--- config.mk ---
export PLATFORM = sky130hd
export DESIGN_NAME = i2c_pwm_gpio_bank_flat
export DESIGN_NICKNAME = d
export VERILOG_FILES = /design/src/rtl/i2c_pwm_gpio_bank_pkg.sv /design/src/rtl/i2c_pwm_gpio_bank_if.sv /design/src/rtl/i2c_pwm_gpio_bank_channel.sv /design/src/rtl/i2c_pwm_gpio_bank.sv /design/src/flat_wrapper.sv
export SDC_FILE = /design/constraint.sdc
export NUM_CORES = 1
export LEC_CHECK = 0
export CAP_MARGIN = 20
export CORE_MARGIN = 2
export CORE_UTILIZATION = 53
export CTS_CLUSTER_DIAMETER = 120
export DETAILED_ROUTE_END_ITERATION = 12
export HOLD_SLACK_MARGIN = 0.15
export PLACE_DENSITY = 0.83
export SLEW_MARGIN = 20
export SYNTH_ARGS = -nofsm -noshare
export SYNTH_HDL_FRONTEND = slang
export SYNTH_SLANG_ARGS = --single-unit
--- constraint.sdc ---
create_clock -name clk -period 2.4 [get_ports clk]
set_clock_uncertainty 0.15 [all_clocks]
set_input_delay 0.24 -clock clk [delete_from_list [all_inputs] [get_ports clk]]
set_output_delay 0.24 -clock clk [all_outputs]
set_load 0.005 [all_outputs]
--- src/rtl/i2c_pwm_gpio_bank_pkg.sv ---
`default_nettype none
// ============================================================================
// Module      : pwm_gpio_pkg
// Description : Shared register addresses, channel mode encoding and CTRL
//               bit positions for the i2c_pwm_gpio_bank peripheral.
// Revision    : 1.0 - initial release
// ============================================================================
package pwm_gpio_pkg;

  // Global register addresses
  localparam logic [7:0] ADDR_GCTRL   = 8'h00;
  localparam logic [7:0] ADDR_PRESC   = 8'h01;
  localparam logic [7:0] ADDR_PIN_IN  = 8'h02;
  localparam logic [7:0] ADDR_ID      = 8'h03;
  localparam logic [7:0] ADDR_CH_BASE = 8'h10;

  // Upper nibble of the ID register
  localparam logic [3:0] ID_TAG = 4'hA;

  // Channel output mode
  typedef enum logic [1:0] {
    MODE_STATIC = 2'b00,
    MODE_SIGMA  = 2'b01,
    MODE_PWM    = 2'b10,
    MODE_RSVD   = 2'b11
  } mode_e;

  // CTRL register bit positions
  localparam int CTRL_MODE_LSB = 0;
  localparam int CTRL_LEVEL    = 2;
  localparam int CTRL_OE       = 3;
  localparam int CTRL_INV      = 4;
  localparam int CTRL_W        = 5;

  // Address of CTRL[c]; DUTY[c] sits at the next address
  function automatic logic [7:0] ctrl_addr(input int c);
    return ADDR_CH_BASE + 8'(2 * c);
  endfunction

endpackage
`default_nettype wire

--- src/rtl/i2c_pwm_gpio_bank_if.sv ---
`default_nettype none
// ============================================================================
// Module      : i2c_pwm_gpio_bank_if
// Description : Application-side register bus of the i2c_slave
//               (addr / wen / wdata / rdata).
// Revision    : 1.0 - initial release
// ============================================================================
interface i2c_pwm_gpio_bank_if;
  logic [7:0] addr;
  logic       wen;
  logic [7:0] wdata;
  logic [7:0] rdata;

  modport master (output addr, output wen, output wdata, input rdata);
  modport slave  (input addr, input wen, input wdata, output rdata);
endinterface
`default_nettype wire

--- src/rtl/i2c_pwm_gpio_bank_channel.sv ---
`default_nettype none
// ============================================================================
// Module      : pwm_channel
// Description : One GPIO/PWM channel: CTRL/DUTY registers, shadow duty,
//               sigma-delta accumulator and registered pin outputs.
// Revision    : 1.0 - initial release
// ============================================================================
module pwm_channel
  import pwm_gpio_pkg::*;
#(
  parameter int PWM_W = 8
) (
  input  logic              clk,
  input  logic              rst,
  input  logic              en_i,
  input  logic              wrap_i,
  input  logic [PWM_W-1:0]  cnt_i,
  input  logic              wr_ctrl_i,
  input  logic              wr_duty_i,
  input  logic [7:0]        wdata_i,
  output logic [CTRL_W-1:0] ctrl_o,
  output logic [7:0]        duty_o,
  output logic              pin_o,
  output logic              pin_oe_o
);

  logic [CTRL_W-1:0] ctrl_q;
  logic [7:0]        duty_q;
  logic [PWM_W-1:0]  shadow_q;
  logic [PWM_W-1:0]  acc_q;
  logic [PWM_W-1:0]  acc_d;
  logic [PWM_W-1:0]  acc_sum;
  logic              acc_carry;
  logic              mode_change;
  logic              out_d;
  logic              pin_q;
  logic              oe_q;
  mode_e             mode;

  assign mode        = mode_e'(ctrl_q[CTRL_MODE_LSB +: 2]);
  assign mode_change = wr_ctrl_i && (wdata_i[CTRL_MODE_LSB +: 2] != ctrl_q[CTRL_MODE_LSB +: 2]);

  // Software-visible CTRL and DUTY registers
  always_ff @(posedge clk) begin
    if (rst) begin
      ctrl_q <= '0;
      duty_q <= '0;
    end else begin
      if (wr_ctrl_i) ctrl_q <= wdata_i[CTRL_W-1:0];
      if (wr_duty_i) duty_q <= wdata_i;
    end
  end

  // Shadow duty follows DUTY while disabled, so the first enabled period
  // already uses it; while running it only reloads at the counter wrap.
  always_ff @(posedge clk) begin
    if (rst) begin
      shadow_q <= '0;
    end else if (!en_i || wrap_i) begin
      shadow_q <= duty_q[PWM_W-1:0];
    end
  end

  // Sigma-delta accumulator next state: cleared when disabled or on a mode change
  always_comb begin
    {acc_carry, acc_sum} = {1'b0, acc_q} + {1'b0, duty_q[PWM_W-1:0]};
    acc_d = acc_q;
    if (!en_i || mode_change) begin
      acc_d = '0;
    end else if (mode == MODE_SIGMA) begin
      acc_d = acc_sum;
    end
  end

  // Accumulator register
  always_ff @(posedge clk) begin
    if (rst) acc_q <= '0;
    else     acc_q <= acc_d;
  end

  // Raw channel output before inversion; reserved mode falls back to static
  always_comb begin
    out_d = ctrl_q[CTRL_LEVEL];
    case (mode)
      MODE_SIGMA: out_d = en_i && acc_carry;
      MODE_PWM:   out_d = en_i && (cnt_i < shadow_q);
      default:    out_d = ctrl_q[CTRL_LEVEL];
    endcase
  end

  // Registered pad drive and enable
  always_ff @(posedge clk) begin
    if (rst) begin
      pin_q <= 1'b0;
      oe_q  <= 1'b0;
    end else begin
      pin_q <= out_d ^ ctrl_q[CTRL_INV];
      oe_q  <= ctrl_q[CTRL_OE];
    end
  end

  assign ctrl_o   = ctrl_q;
  assign duty_o   = duty_q;
  assign pin_o    = pin_q;
  assign pin_oe_o = oe_q;

endmodule
`default_nettype wire

--- src/rtl/i2c_pwm_gpio_bank.sv ---
`default_nettype none
// ============================================================================
// Module      : i2c_pwm_gpio_bank
// Description : NUM_CH-channel GPIO/PWM bank behind the i2c_slave register
//               bus. Holds global control, shared prescaler/counter, pin
//               input synchroniser and the read mux.
// Revision    : 1.0 - initial release
// ============================================================================
module i2c_pwm_gpio_bank
  import pwm_gpio_pkg::*;
#(
  parameter int NUM_CH = 4,
  parameter int PWM_W  = 8
) (
  input  logic               clk,
  input  logic               rst,
  i2c_pwm_gpio_bank_if.slave bus,
  input  logic [NUM_CH-1:0]  pin_i,
  output logic [NUM_CH-1:0]  pin_o,
  output logic [NUM_CH-1:0]  pin_oe
);

  localparam logic [PWM_W-1:0] CNT_ONE = PWM_W'(1);

  logic              en_q;
  logic [7:0]        presc_q;
  logic [7:0]        pre_q;
  logic [PWM_W-1:0]  cnt_q;
  logic              tick;
  logic              wrap;
  logic [NUM_CH-1:0] sync1_q;
  logic [NUM_CH-1:0] sync2_q;
  logic [7:0]        rdata_d;
  logic [CTRL_W-1:0] ch_ctrl [NUM_CH];
  logic [7:0]        ch_duty [NUM_CH];

  // Global registers: GCTRL.EN and PRESC
  always_ff @(posedge clk) begin
    if (rst) begin
      en_q    <= 1'b0;
      presc_q <= '0;
    end else if (bus.wen) begin
      if (bus.addr == ADDR_GCTRL) en_q    <= bus.wdata[0];
      if (bus.addr == ADDR_PRESC) presc_q <= bus.wdata;
    end
  end

  // Equality compare: if PRESC drops below pre, pre wraps through 255 first
  assign tick = en_q && (pre_q == presc_q);
  assign wrap = tick && (cnt_q == '1);

  // Shared prescaler and PWM counter, held at zero while disabled
  always_ff @(posedge clk) begin
    if (rst || !en_q) begin
      pre_q <= '0;
      cnt_q <= '0;
    end else if (tick) begin
      pre_q <= '0;
      cnt_q <= cnt_q + CNT_ONE;
    end else begin
      pre_q <= pre_q + 8'd1;
    end
  end

  // Two-flop synchroniser for the pad inputs
  always_ff @(posedge clk) begin
    if (rst) begin
      sync1_q <= '0;
      sync2_q <= '0;
    end else begin
      sync1_q <= pin_i;
      sync2_q <= sync1_q;
    end
  end

  for (genvar c = 0; c < NUM_CH; c++) begin : g_ch
    pwm_channel #(
      .PWM_W (PWM_W)
    ) u_channel (
      .clk       (clk),
      .rst       (rst),
      .en_i      (en_q),
      .wrap_i    (wrap),
      .cnt_i     (cnt_q),
      .wr_ctrl_i (bus.wen && (bus.addr == ctrl_addr(c))),
      .wr_duty_i (bus.wen && (bus.addr == (ctrl_addr(c) + 8'd1))),
      .wdata_i   (bus.wdata),
      .ctrl_o    (ch_ctrl[c]),
      .duty_o    (ch_duty[c]),
      .pin_o     (pin_o[c]),
      .pin_oe_o  (pin_oe[c])
    );
  end

  // Combinational read mux; unmapped addresses read zero
  always_comb begin
    rdata_d = 8'h00;
    case (bus.addr)
      ADDR_GCTRL:  rdata_d = {7'd0, en_q};
      ADDR_PRESC:  rdata_d = presc_q;
      ADDR_PIN_IN: rdata_d = 8'(sync2_q);
      ADDR_ID:     rdata_d = {ID_TAG, 4'(NUM_CH)};
      default:     rdata_d = 8'h00;
    endcase
    for (int c = 0; c < NUM_CH; c++) begin
      if (bus.addr == ctrl_addr(c))          rdata_d = 8'(ch_ctrl[c]);
      if (bus.addr == (ctrl_addr(c) + 8'd1)) rdata_d = ch_duty[c];
    end
  end

  assign bus.rdata = rdata_d;

endmodule
`default_nettype wire

--- src/flat_wrapper.sv ---
// flat-port wrapper written by rule: the top's interface ports become plain ports
module i2c_pwm_gpio_bank_flat import pwm_gpio_pkg::*;
#(
  parameter int NUM_CH = 4,
  parameter int PWM_W  = 8
)
  (clk, rst, pin_i, pin_o, pin_oe, bus_addr, bus_wen, bus_wdata, bus_rdata);
  i2c_pwm_gpio_bank_if bus_i ();
  input  logic clk;
  input  logic rst;
  input  logic [NUM_CH-1:0] pin_i;
  output logic [NUM_CH-1:0] pin_o;
  output logic [NUM_CH-1:0] pin_oe;
  input wire logic [$bits(bus_i.addr)-1:0] bus_addr;
  input wire logic [$bits(bus_i.wen)-1:0] bus_wen;
  input wire logic [$bits(bus_i.wdata)-1:0] bus_wdata;
  output wire logic [$bits(bus_i.rdata)-1:0] bus_rdata;
  assign bus_i.addr = bus_addr;
  assign bus_i.wen = bus_wen;
  assign bus_i.wdata = bus_wdata;
  assign bus_rdata = bus_i.rdata;
  i2c_pwm_gpio_bank #(.NUM_CH(NUM_CH), .PWM_W(PWM_W)) u_core (.clk(clk), .rst(rst), .bus(bus_i), .pin_i(pin_i), .pin_o(pin_o), .pin_oe(pin_oe));
endmodule
==> flow_metrics.tcl <==
set metrics [dict create \
    status "completed" \
    period_share 0.994 \
    area_delta_synth_final_pct 23.9 \
    fin_crit_ps 2380 \
    dr.first_iter.drc_count 904 \
    first_pass_iters 6 \
    synth_edf_count 0 \
    post-place-cells 1357 \
    p_leak_nw 4.76 \
    core_area_sq_um 16600 \
    rsz0062_at_grt "yes" \
    clockRootBuffer "clkbuf_16" \
    ys_seq_area_frac 0.348 \
    worstSetupEndpointType "output port" \
    arrival_ps 1990 \
    clockBufferDepth 2 \
    syn_area_sq_um 9040 \
    final_nets 1264 \
    ys_ff_latch 157 \
    cp.required_ps 2010 \
    final_area_sq_um 11200 \
    cts.reportedPaths.clkPinSlew_ps 60 \
    initial_core_util 0.543 \
    drive_gt1_frac 0.168 \
    fmax_mhz 419 \
    ys_types 64 \
    synthCells 1043 \
    die_y_um 135 \
    cts_tree "done" \
    placed_area_sq_um 10300 \
    synthesis.nets 1140 \
    vdd_drop_max_uv 530 \
    numCtsBuffers 17 \
    grt_max_degree 41 \
    final_common_cell "dfxtp_1" \
    combPwrFrac 0.048 \
    synthFlopType "dfxtp_1" \
    max_slew_margin 0.578 \
    power.internal_w 0.00478 \
    io_buffers 38 \
    cts_sinks 157 \
    max_cap_violations 0 \
    seq_power_share 0.431 \
    grt_pass1_vias 8247 \
    vias 8512 \
    timing.setup.critical_path_class "in -> out" \
    tightest_slew_ps 633 \
    grt_pass1_wl_um 42000 \
    drc 0 \
    setup_viol 0 \
    drv_slew 0 \
    p_per_area_nw_per_um2 542 \
    overflow 0 \
    insertion_delay_ps 430 \
    die_x_um 135 \
    routed_wl_um 26600 \
    place_congestion 0.947 \
    stdcell_count 1398 \
    hold_viol 0 \
    critical_path_peak_fanout 5 \
    dieArea_sq_um 18100 \
    p_sw_w 0.00129 \
    most-common-layout-cells "dfxtp_1 (152), nor2_1 (143), buf_4 (108)" \
    antenna_found_initial 0 \
    syn_area_per_cell_sq_um 8.66 \
    rows 47 \
    antenna_left 0 \
    synth_warnings 0 \
    hpwl_um 18200 \
    htreeDepth 4 \
    vias_per_cell 6.09 \
    cp-start-kind "input port" \
    final_core_util 0.673 \
    pwr-share-clk 0.521 \
    async_flop_share 0 \
    pin_count 39 \
    wl_per_cell_um 19.0 \
    n_antenna_cell 0 \
    hold_path.class "in -> reg" \
    p_sw_frac 0.212 \
    track_usage 0.295 \
]
## worst paths after layout
path         cells after the start                              endpoint  slack (ps)         startpoint
max                              9                          bus_rdata[6]          20        bus_addr[6]
min                              2                     u_core.sync1_q[3]         210           pin_i[3]
max reg2reg                      6  u_core.g_ch[0].u_channel.shadow_q[2]          30  u_core.presc_q[2]
min reg2reg                      1                     u_core.sync2_q[1]         280  u_core.sync1_q[1]
## per-layer routing
layer,vias to the layer above,global-route usage,part of all wire
met3,95,0.0593,0.084
met2,428,0.482,0.46
li1,3997,-,-
met1,3992,0.376,0.41
met5,-,0,0
met4,0,0.140,0.043
## worst max-delay path: stages
cell and delay (ps):
buf_2 110, or4_4 570, buf_4 170, nor3_4 180, buf_6 140, a22oi_1 60
o21a_1 170, nor2_1 110, dlygate4sd2_1 250
## flip-flops by register name (all words and copies together) (netlist names)
name / cells
u_core.cnt_q: 8
u_core.en_q: 1
u_core.g_ch.u_channel.acc_q: 32
u_core.g_ch.u_channel.ctrl_o: 20
u_core.g_ch.u_channel.duty_o: 32
u_core.g_ch.u_channel.pin_o: 4
u_core.g_ch.u_channel.pin_oe_o: 4
u_core.g_ch.u_channel.shadow_q: 32
u_core.pre_q: 8
u_core.presc_q: 8
u_core.sync1_q: 4
u_core.sync2_q: 4
## synthesized netlist by cell type (all sizes together) (5+ instances only)
cell type,n,area share
mux2,5,0.0062
nor3,18,0.011
o22ai,8,0.0055
and3,8,0.0055
inv,51,0.021
nor3b,7,0.0058
or4,6,0.0054
o211ai,11,0.0091
or3,7,0.0048
o221ai,5,0.0048
a22oi,5,0.0042
or2,5,0.0035
o31ai,8,0.0066
nor2,148,0.062
ha,70,0.097
a21o,9,0.0075
a2111oi,5,0.0048
nor2b,27,0.019
a31oi,10,0.0069
xnor2,12,0.012
a211oi,16,0.013
a211o,8,0.0078
o21ai,61,0.034
buf,18,0.013
mux2i,101,0.11
nand2b,7,0.0048
xor2,18,0.017
o21a,8,0.0066
nand3,22,0.012
nand2,55,0.023
a21oi,54,0.030
dfxtp,157,0.35
nand4,6,0.0042
clkbuf,32,0.013
nand3b,11,0.0091
## per-stage QoR
stage	hold slack (ps)	worst slack [ps]	setup TNS [ps]	power, W
2_1_floorplan	218	127	0	0.00279
3_3_place_gp	270	-807	-6250	0.00294
3_5_place_dp	275	-803	-6920	0.00294
4_1_cts	204	-5.99	-11.3	0.00606
5_1_grt	217	-53.2	-146	0.00619
6_report	207	15.6	0	0.00607
## power groups by stage
stage          registers [W]  clock network (W)  logic [W]
2_1_floorplan        0.00267                  0   0.000118
3_3_place_gp         0.00267                  0   0.000262
3_5_place_dp         0.00267                  0   0.000264
4_1_cts              0.00262            0.00317   0.000274
5_1_grt              0.00261            0.00328   0.000304
6_report             0.00261            0.00316   0.000289
## cells by family (layout without fill, tap and decap cells)
| logic type | after synthesis | after routing | share of synthesized area |
|---|---|---|---|
| simple gates | 340 | 340 | 0.181 |
| compound gates | 233 | 233 | 0.168 |
| flops | 157 | 157 | 0.348 |
| mux | 107 | 107 | 0.121 |
| buf+inv | 102 | 237 | 0.0482 |
| fa+ha+maj | 74 | 74 | 0.106 |
| xor+xnor | 30 | 30 | 0.0291 |
## final cells by class
type | instances | area (sq um)
flip-flops and latches | 157 | 3150
clock buffers | 19 | 433
fillers | 1226 | 5440
repair buffers | 155 | 1300
clock inverters | 11 | 240
multi-input cells | 784 | 5600
inverters | 52 | 195
well taps | 220 | 275
## timing repair
item / in CTS / in global routing
pin swaps: 12 / 10
hold buffers: 1 / 0
gates cloned: 0 / 1
setup endpoints to repair: 8 / 32
resized for setup: 60 / 22
endpoints found under the hold margin: 30 / 0
buffers inserted: 4 / 5
(Power assumes the default switching activity.)
